<file path="config.mk">
export PLATFORM = sky130hd
export DESIGN_NAME = wb_port_arbiter_flat
export DESIGN_NICKNAME = d
export VERILOG_FILES = /design/src/rtl/wb_port_arbiter_if.sv /design/src/rtl/wb_port_arbiter.sv /design/src/flat_wrapper.sv
export SDC_FILE = /design/constraint.sdc
export NUM_CORES = 1
export LEC_CHECK = 0
export CAP_MARGIN = 40
export CORE_MARGIN = 1.5
export CORE_UTILIZATION = 25
export DETAILED_ROUTE_END_ITERATION = 10
export GPL_TIMING_DRIVEN = 0
export HOLD_SLACK_MARGIN = 0.08
export MAX_ROUTING_LAYER = met4
export PLACE_DENSITY_LB_ADDON = 0.2
export SLEW_MARGIN = 20
export SYNTH_ARGS = -nofsm -noshare
export SYNTH_HDL_FRONTEND = slang
export SYNTH_SLANG_ARGS = --single-unit
</file>
<file path="constraint.sdc">
create_clock -name clk -period 2.5 [get_ports clk]
set_clock_uncertainty 0.15 [all_clocks]
set_input_delay 0.75 -clock clk [delete_from_list [all_inputs] [get_ports clk]]
set_output_delay 0.75 -clock clk [all_outputs]
set_load 0.01 [all_outputs]
</file>
<file path="src/rtl/wb_port_arbiter_if.sv">
// Write-back port bundle: pipeline write-back, long-latency unit handshake and regfile write port.
// master = wb stage / LU / ctrl side, slave = arbiter side.
interface wb_port_arbiter_if #(
    parameter int AW = 5,
    parameter int DW = 32
);
    logic [AW-1:0] pipe_wd;
    logic          pipe_wreg;
    logic [DW-1:0] pipe_wdata;

    logic          lu_valid;
    logic          lu_ready;
    logic [AW-1:0] lu_wd;
    logic [DW-1:0] lu_wdata;

    logic          rf_we;
    logic [AW-1:0] rf_waddr;
    logic [DW-1:0] rf_wdata;

    logic          stall_req;

    modport master (
        output pipe_wd, pipe_wreg, pipe_wdata,
        output lu_valid, lu_wd, lu_wdata,
        input  lu_ready,
        input  rf_we, rf_waddr, rf_wdata,
        input  stall_req
    );

    modport slave (
        input  pipe_wd, pipe_wreg, pipe_wdata,
        input  lu_valid, lu_wd, lu_wdata,
        output lu_ready,
        output rf_we, rf_waddr, rf_wdata,
        output stall_req
    );
endinterface

</file>
<file path="src/rtl/wb_port_arbiter.sv">
// Regfile write-port arbiter: pipeline write-back has priority, LU result waits in a 1-entry buffer.
// Optional WB_ARB_STATS_EN adds stat_lu_wr / stat_stall event counters.
module wb_port_arbiter #(
    parameter int AW         = 5,
    parameter int DW         = 32,
    parameter int STARVE_MAX = 4
) (
    input  logic             clk,
    input  logic             rst,
    wb_port_arbiter_if.slave bus
`ifdef WB_ARB_STATS_EN
    ,
    output logic [31:0]      stat_lu_wr,
    output logic [31:0]      stat_stall
`endif
);

    localparam logic [1:0] ST_IDLE  = 2'd0;
    localparam logic [1:0] ST_PEND  = 2'd1;
    localparam logic [1:0] ST_FORCE = 2'd2;

    localparam int            CW      = $clog2(STARVE_MAX + 1);
    localparam logic [CW-1:0] CNT_MAX = CW'(STARVE_MAX);

    logic [1:0]    state, state_nxt;
    logic [CW-1:0] cnt, cnt_nxt;
    logic [AW-1:0] buf_wd;
    logic [DW-1:0] buf_wdata;

    logic buf_full;
    logic lu_xfer;
    logic squash;
    logic zero_drop;
    logic lu_grant;
    logic buf_clear;
    logic blocked;

    // The buffer holds an entry exactly while the FSM is out of IDLE.
    assign buf_full     = (state != ST_IDLE);
    assign bus.lu_ready = !buf_full && !rst;
    assign lu_xfer      = bus.lu_valid && bus.lu_ready;

    // A younger pipeline write to the same register makes the buffered value dead.
    assign squash    = bus.pipe_wreg && buf_full && (bus.pipe_wd == buf_wd);
    // $0 results never need the port, so they leave the buffer at the first edge.
    assign zero_drop = buf_full && (buf_wd == '0);
    assign lu_grant  = !bus.pipe_wreg && buf_full && (buf_wd != '0);
    assign buf_clear = squash || zero_drop || lu_grant;
    assign blocked   = bus.pipe_wreg && buf_full && !squash && !zero_drop;

    always_comb begin
        // NOTE: every combinational output gets a default first, so no path leaves it unassigned (no latch).
        state_nxt = state;
        cnt_nxt   = cnt;
        case (state)
            ST_IDLE: begin
                if (lu_xfer) begin
                    state_nxt = ST_PEND;
                    cnt_nxt   = '0;
                end
            end
            ST_PEND, ST_FORCE: begin
                if (buf_clear) begin
                    state_nxt = ST_IDLE;
                    cnt_nxt   = '0;
                end else if (blocked) begin
                    if (cnt != CNT_MAX)
                        cnt_nxt = cnt + CW'(1);
                    if (cnt_nxt == CNT_MAX)
                        state_nxt = ST_FORCE;
                end
            end
            default: begin
                state_nxt = ST_IDLE;
                cnt_nxt   = '0;
            end
        endcase
    end

    // NOTE: sequential state uses non-blocking assignments so every register samples pre-edge values.
    always_ff @(posedge clk or posedge rst) begin
        if (rst) begin
            state         <= ST_IDLE;
            cnt           <= '0;
            bus.stall_req <= 1'b0;
        end else begin
            state         <= state_nxt;
            cnt           <= cnt_nxt;
            bus.stall_req <= (state_nxt == ST_FORCE);
        end
    end

    always_ff @(posedge clk or posedge rst) begin
        if (rst) begin
            bus.rf_we    <= 1'b0;
            bus.rf_waddr <= '0;
            bus.rf_wdata <= '0;
        end else if (bus.pipe_wreg) begin
            bus.rf_we    <= 1'b1;
            bus.rf_waddr <= bus.pipe_wd;
            bus.rf_wdata <= bus.pipe_wdata;
        end else if (lu_grant) begin
            bus.rf_we    <= 1'b1;
            bus.rf_waddr <= buf_wd;
            bus.rf_wdata <= buf_wdata;
        end else begin
            bus.rf_we    <= 1'b0;
        end
    end

    // NOTE: buffer payload has no reset; it is only ever read while buf_full, which is reset.
    always_ff @(posedge clk) begin
        if (lu_xfer) begin
            buf_wd    <= bus.lu_wd;
            buf_wdata <= bus.lu_wdata;
        end
    end

`ifdef WB_ARB_STATS_EN
    always_ff @(posedge clk or posedge rst) begin
        if (rst) begin
            stat_lu_wr <= '0;
            stat_stall <= '0;
        end else begin
            if (lu_grant)
                stat_lu_wr <= stat_lu_wr + 32'd1;
            if (bus.stall_req)
                stat_stall <= stat_stall + 32'd1;
        end
    end
`endif

endmodule

</file>
<file path="src/flat_wrapper.sv">
// flat-port wrapper written by rule: the top's interface ports become plain ports
module wb_port_arbiter_flat 
#(
    parameter int AW         = 5,
    parameter int DW         = 32,
    parameter int STARVE_MAX = 4
)
  (clk, rst, bus_pipe_wd, bus_pipe_wreg, bus_pipe_wdata, bus_lu_valid, bus_lu_wd, bus_lu_wdata, bus_lu_ready, bus_rf_we, bus_rf_waddr, bus_rf_wdata, bus_stall_req);
  wb_port_arbiter_if #(.AW(AW), .DW(DW)) bus_i ();
  input  logic clk;
  input  logic rst;
  input wire logic [$bits(bus_i.pipe_wd)-1:0] bus_pipe_wd;
  input wire logic [$bits(bus_i.pipe_wreg)-1:0] bus_pipe_wreg;
  input wire logic [$bits(bus_i.pipe_wdata)-1:0] bus_pipe_wdata;
  input wire logic [$bits(bus_i.lu_valid)-1:0] bus_lu_valid;
  input wire logic [$bits(bus_i.lu_wd)-1:0] bus_lu_wd;
  input wire logic [$bits(bus_i.lu_wdata)-1:0] bus_lu_wdata;
  output wire logic [$bits(bus_i.lu_ready)-1:0] bus_lu_ready;
  output wire logic [$bits(bus_i.rf_we)-1:0] bus_rf_we;
  output wire logic [$bits(bus_i.rf_waddr)-1:0] bus_rf_waddr;
  output wire logic [$bits(bus_i.rf_wdata)-1:0] bus_rf_wdata;
  output wire logic [$bits(bus_i.stall_req)-1:0] bus_stall_req;
  assign bus_i.pipe_wd = bus_pipe_wd;
  assign bus_i.pipe_wreg = bus_pipe_wreg;
  assign bus_i.pipe_wdata = bus_pipe_wdata;
  assign bus_i.lu_valid = bus_lu_valid;
  assign bus_i.lu_wd = bus_lu_wd;
  assign bus_i.lu_wdata = bus_lu_wdata;
  assign bus_lu_ready = bus_i.lu_ready;
  assign bus_rf_we = bus_i.rf_we;
  assign bus_rf_waddr = bus_i.rf_waddr;
  assign bus_rf_wdata = bus_i.rf_wdata;
  assign bus_stall_req = bus_i.stall_req;
  wb_port_arbiter #(.AW(AW), .DW(DW), .STARVE_MAX(STARVE_MAX)) u_core (.clk(clk), .rst(rst), .bus(bus_i));
endmodule
</file>
## After elaboration in Yosys (flattened, before gate mapping)

Index checks and enable logic that the tools add are counted.
Widths: inputs -> output; s select.

- ROM bits: 0
- RAM bits: 0
- Word-level logic and storage cells: 59
- Register bits: 81
- Latch bits: 0
- Memories kept: 0
- Bits of input ports: 78

- Reduce and logical (&&, ||, !) cells: 23
- Multiply operators: 0
- Eq/ne operators: 8
- Muxes and demuxes: 19
- Add/subtract/negate cells: 1
- Divide/modulo/power cells: 0
- Magnitude comparators: 0
- Shift-type cells: 0
- Bitwise logic cells: 0

Operators with widths:

| cell | count |
|---|---|
| $mux 32 | 2 |
| $mux 3 | 7 |
| $mux 5 | 2 |
| $logic_and 1x1->1 | 9 |
| $mux 2 | 4 |
| $pmux 3 s2 | 1 |
| $eq 5x5->1 | 1 |
| $logic_not 1->1 | 5 |
| $logic_not 5->1 | 1 |
| $reduce_bool 5->1 | 1 |
| $eq 2x2->1 const B | 2 |
| $pmux 2 s2 | 1 |
| $reduce_bool 2->1 | 2 |
| $add 3x1->3 const B | 1 |
| $eq 3x3->1 const B | 1 |
| $ne 3x1->1 const B | 1 |
| $ne 3x3->1 const B | 1 |
| $eq 2x1->1 const B | 1 |
| $logic_not 2->1 | 1 |
| $logic_or 1x1->1 | 2 |
| $mux 1 | 2 |
| $ne 2x1->1 const B | 1 |
| $reduce_and 2->1 | 1 |
| $reduce_or 2->1 | 1 |

## Depth between registers and ports, before layout

- Word-level depth: 15
- Mapped depth: 8
- Gate-level depth less buffers: 8

## Worst setup path after synthesis

OpenSTA, ideal clock, no wires.

- Path kind: input to register
- Start: in rst
- End: reg u_core.bus.stall_req
- Stages: 6
- Data arrival time: 2,489 ps
- Setup slack: -261 ps
- Cell sequence: inv_1 nand2_1 o21ai_1 a2bb2oi_1 a21o_1 a21oi_1

- Word-level cells in the longest chain between the ends: 6

RTL lines:

| item | line | RTL |
|---|---|---|
| from (decl) | flat_wrapper.sv:11 | `input logic rst;` |
| $logic_not 1->1 | wb_port_arbiter.sv:40 | `assign bus.lu_ready = !buf_full && !rst;` |
| $logic_and 1x1->1 | wb_port_arbiter.sv:40 |  |
| $logic_and 1x1->1 | wb_port_arbiter.sv:41 | `assign lu_xfer = bus.lu_valid && bus.lu_ready;` |
| $mux 2 | wb_port_arbiter.sv:57 | `if (lu_xfer) begin` |
| $pmux 2 s2 | wb_port_arbiter.sv:55 | `case (state)` |
| $eq 2x2->1 | wb_port_arbiter.sv:89 | `bus.stall_req <= (state_nxt == ST_FORCE);` |
| to (signal assigned) | wb_port_arbiter.sv:89 |  |
| to (decl) | wb_port_arbiter_if.sv:35 | `output stall_req` |

Every way passes these cells.
A chain may end at the register's enable or synchronous reset.

## Worst setup path after layout

- Start: reg u_core.state[1]
- End: out bus_lu_ready

- Word-level cells in the longest chain between the ends: 3

RTL lines:

| item | line | RTL |
|---|---|---|
| from (decl) | wb_port_arbiter.sv:25 | `logic [1:0] state, state_nxt;` |
| from (signal assigned) | wb_port_arbiter.sv:87 | `state <= state_nxt;` |
| $reduce_bool 2->1 | wb_port_arbiter.sv:39 | `assign buf_full = (state != ST_IDLE);` |
| $logic_not 1->1 | wb_port_arbiter.sv:40 |  |
| $logic_and 1x1->1 | wb_port_arbiter.sv:40 |  |
| to (decl) | flat_wrapper.sv:18 | `output wire logic [$bits(bus_i.lu_ready)-1:0] bus_lu_ready;` |

Every way passes these cells.

==> impl_metrics.env <==
export IMPL_status="finished, final reports clean"
export IMPL_hold_depth=2
export IMPL_gp_congestion=0.696
export IMPL_synthesis_nets=341
export IMPL_antenna_found_initial=0
export IMPL_synthTopCellsByArea="edfxtp_1 (33%), dfrtp_1 (33%), mux2i_1 (11%)"
export IMPL_path_delay_family="flip-flops"
export IMPL_antenna_left=0
export IMPL_h_tree_depth=3
export IMPL_port_buffers=117
export IMPL_core_area_sq_um=13100
export IMPL_worstPathRequired_ns=1.60
export IMPL_cts_tree="done"
export IMPL_drv_slew=0
export IMPL_p_leak_nw=1.99
export IMPL_postSynth_asyncResetShare_pct=54.3
export IMPL_ir_worst_vdd_mv=0.301
export IMPL_dpl_instance_area_sq_um=4780
export IMPL_ios=118
export IMPL_grt_ovfl_total=0
export IMPL_hpwlAfterDp_um=6200
export IMPL_antenna_cells=0
export IMPL_fillers=1321
export IMPL_wirelength_um=9020
export IMPL_cts_sinks=81
export IMPL_finalPower_mw=4.44
export IMPL_critPathLaunch="u_core.state[1]$_DFF_PP0_"
export IMPL_syn_area_sq_um=3340
export IMPL_synth_top_area_share_pct=33.3
export IMPL_arrival_ns=1.49
export IMPL_grt_pass1_wl_um=14600
export IMPL_vias=2470
export IMPL_reg2reg_depth=7
export IMPL_holdCritStartpoint="u_core.buf_wdata[30]$_DFFE_PP_"
export IMPL_fin_crit_sh_pct=95.7
export IMPL_rsz0062_at_grt="no"
export IMPL_wl_per_cell_um=15.8
export IMPL_cts_hold_buf=0
export IMPL_drtPass1Iterations=4
export IMPL_tritoncts_num_buffers=9
export IMPL_cpPeakStageDelay_ns=0.41
export IMPL_design_area_sq_um=5050
export IMPL_finalNonFillerCells=571
export IMPL_netlist_instances=259
export IMPL_track_usage_pct=14.1
export IMPL_first_global_vias=2715
export IMPL_die_y_um=119
export IMPL_fmax_mhz=418
export IMPL_post_synth_top_count_cell="dfrtp_1"
export IMPL_nets=473
export IMPL_start_kind="register"
export IMPL_finalSetupViolCount=0
export IMPL_chipWidth_um=119
export IMPL_crit_path_end_kind="output pin"
export IMPL_cts_root_buf="clkbuf_16"
export IMPL_synth_ff_latch_count=81
export IMPL_synth_cell_types=30
export IMPL_hold_class="register to register"
export IMPL_clk_path_buf_depth=2
export IMPL_hold_viol=0
export IMPL_dieArea_sq_um=14100
export IMPL_period_minus_slack_ns=2.39
export IMPL_drive_gt1_share_pct=7.09
export IMPL_yosysWarnings=0
export IMPL_setup_ws_ns=0.108
export IMPL_yosysSeqAreaShare_pct=66.3
export IMPL_synth_largest_area_cell="edfxtp_1"
export IMPL_num_rows=42
export IMPL_drc=0
export IMPL_synth_edf_count=37
export IMPL_clk_pin_slew_worst_paths_ns=0.06
export IMPL_routed_via_density=4.33
export IMPL_place_ws_ns=-0.582
export IMPL_p_per_area_nw_per_um2=878
export IMPL_clk_latency_ns=0.34
export IMPL_cp_depth=4
export IMPL_multi_input_area_sq_um=1040
export IMPL_postCtsSetupBuffers=0
export IMPL_post_place_cells=554
export IMPL_cp_cell_sequence="inv_1 > ha_2 > nor2b_1 > dlygate4sd2_1"
export IMPL_initial_utilization_pct=25.4
export IMPL_reg2reg_from="u_core.buf_wd[1]$_DFFE_PP_"
export IMPL_synth_area_per_cell_sq_um=12.9
export IMPL_tightest_slew_ns=0.574
export IMPL_finalCoreUtilization_pct=38.5
export IMPL_maxCapViolations=0
export IMPL_worst_path_buf_inv=2
export IMPL_slowest_stage="dfrtp_1"
export IMPL_cp_max_fo=6
export IMPL_synth_main_ff_cell="dfrtp_1"
export IMPL_seqCellArea_sq_um=2210
export IMPL_synth_common_cells="dfrtp_1 (44), nand2_1 (42), mux2i_1 (38), edfxtp_1 (37), o21ai_0 (32)"
export IMPL_drtIter0Drc=90
export IMPL_crit_type="register to output pin"
export IMPL_max_slew_margin_pct=61.7
export IMPL_grt_max_degree=22
export IMPL_syn_to_final_growth_pct=51.3
[layer usage]
| metal | wire length (um) | global-route usage, % | vias up | part of all wire, % |
|---|---|---|---|---|
| li1 | - | - | 1186 | - |
| met1 | 4050 | 17.5 | 1203 | 45 |
| met2 | 4420 | 22.3 | 72 | 49 |
| met3 | 422 | 3.38 | 9 | 4.7 |
| met4 | 121 | 5.87 | 0 | 1.3 |
| met5 | 0 | - | - | 0 |
[through the flow]
step / setup TNS, ns / hold slack, ns
after floorplan: 0 / 0.328
after global placement: -54.01 / 0.359
after detailed placement: -15.71 / 0.379
after CTS: 0 / 0.388
after global routing: 0 / 0.418
final: 0 / 0.383
[timing repair]
action / in CTS / in global routing
setup endpoints to repair: 6 / 35
resized for setup: 2 / 10
cloned: 1 / 0
[cells by family (layout without fill, tap and decap cells)]
group | Yosys count | after routing | synth area share [%]
xor+xnor | 5 | 5 | 1.31
buf+inv | 17 | 153 | 2.62
compound gates | 52 | 52 | 8.62
simple gates | 62 | 62 | 8.28
flops | 81 | 81 | 66.3
fa+ha+maj | 4 | 4 | 1.50
mux | 38 | 38 | 11.4
[cells in the final DEF, fill, tap and decap left out, drive strengths merged]
master,instances
ha,4
a21oi,5
and2,1
a21o,1
nor2b,2
mux2i,38
o21ai,40
nor2,5
nand2b,2
clkinv,1
dfrtp,44
xor2,3
nand2,42
dlygate4sd2,2
o32ai,1
nor3,1
buf,8
xnor2,2
a31oi,2
or4,1
edfxtp,37
clkdlybuf4s50,115
o211ai,1
clkinvlp,2
a22o,1
nand4,3
a2bb2oi,1
nand3,4
inv,4
or2,1
clkbuf,21
[registers in the layout, indices dropped and copies added (netlist names)]
signal	cells
u_core.buf_wdata	32
u_core.bus.rf_wdata	32
u_core.buf_wd	5
u_core.bus.rf_waddr	5
u_core.cnt	3
u_core.state	2
u_core.bus.rf_we	1
u_core.bus.stall_req	1
[worst paths after layout]
kind,endpoint,slack (ns)
max,bus_lu_ready,0.11
min,u_core.bus.rf_wdata[30]$_DFFE_PP0P_,0.38
max reg2reg,u_core.bus.rf_wdata[2]$_DFFE_PP0P_,0.41
min reg2reg,u_core.bus.rf_wdata[30]$_DFFE_PP0P_,0.38
max in group asynchronous,u_core.bus.rf_wdata[13]$_DFFE_PP0P_,1.08
min in group asynchronous,u_core.bus.stall_req$_DFF_PP0_,0.50
[power by group]
part,switching (mW),leakage [nW],internal [mW]
sequential,0.136,0.876,1.65
combinational,0.710,0.992,0.787
clock,0.491,0.121,0.667
total,1.34,1.99,3.10
[area by class of cell]
| class | instances | share of cell area [%] |
|---|---|---|
| inverter | 5 | 0.446 |
| timing repair inverter | 1 | 0.0991 |
| clock inverter | 1 | 0.0991 |
| sequential | 81 | 43.8 |
| timing repair buffer | 120 | 24.3 |
| clock buffer | 14 | 4.83 |
| buffer | 12 | 1.46 |
| multi-input combinational | 161 | 20.6 |
| tap | 176 | 4.36 |
[worst min-delay path, stage by stage, from the launching register on]
cell and delay, ns:
edfxtp_1 0.32, mux2i_1 0.06, o21ai_1 0.11
Note: power is estimated with default switching activity, not from simulation.
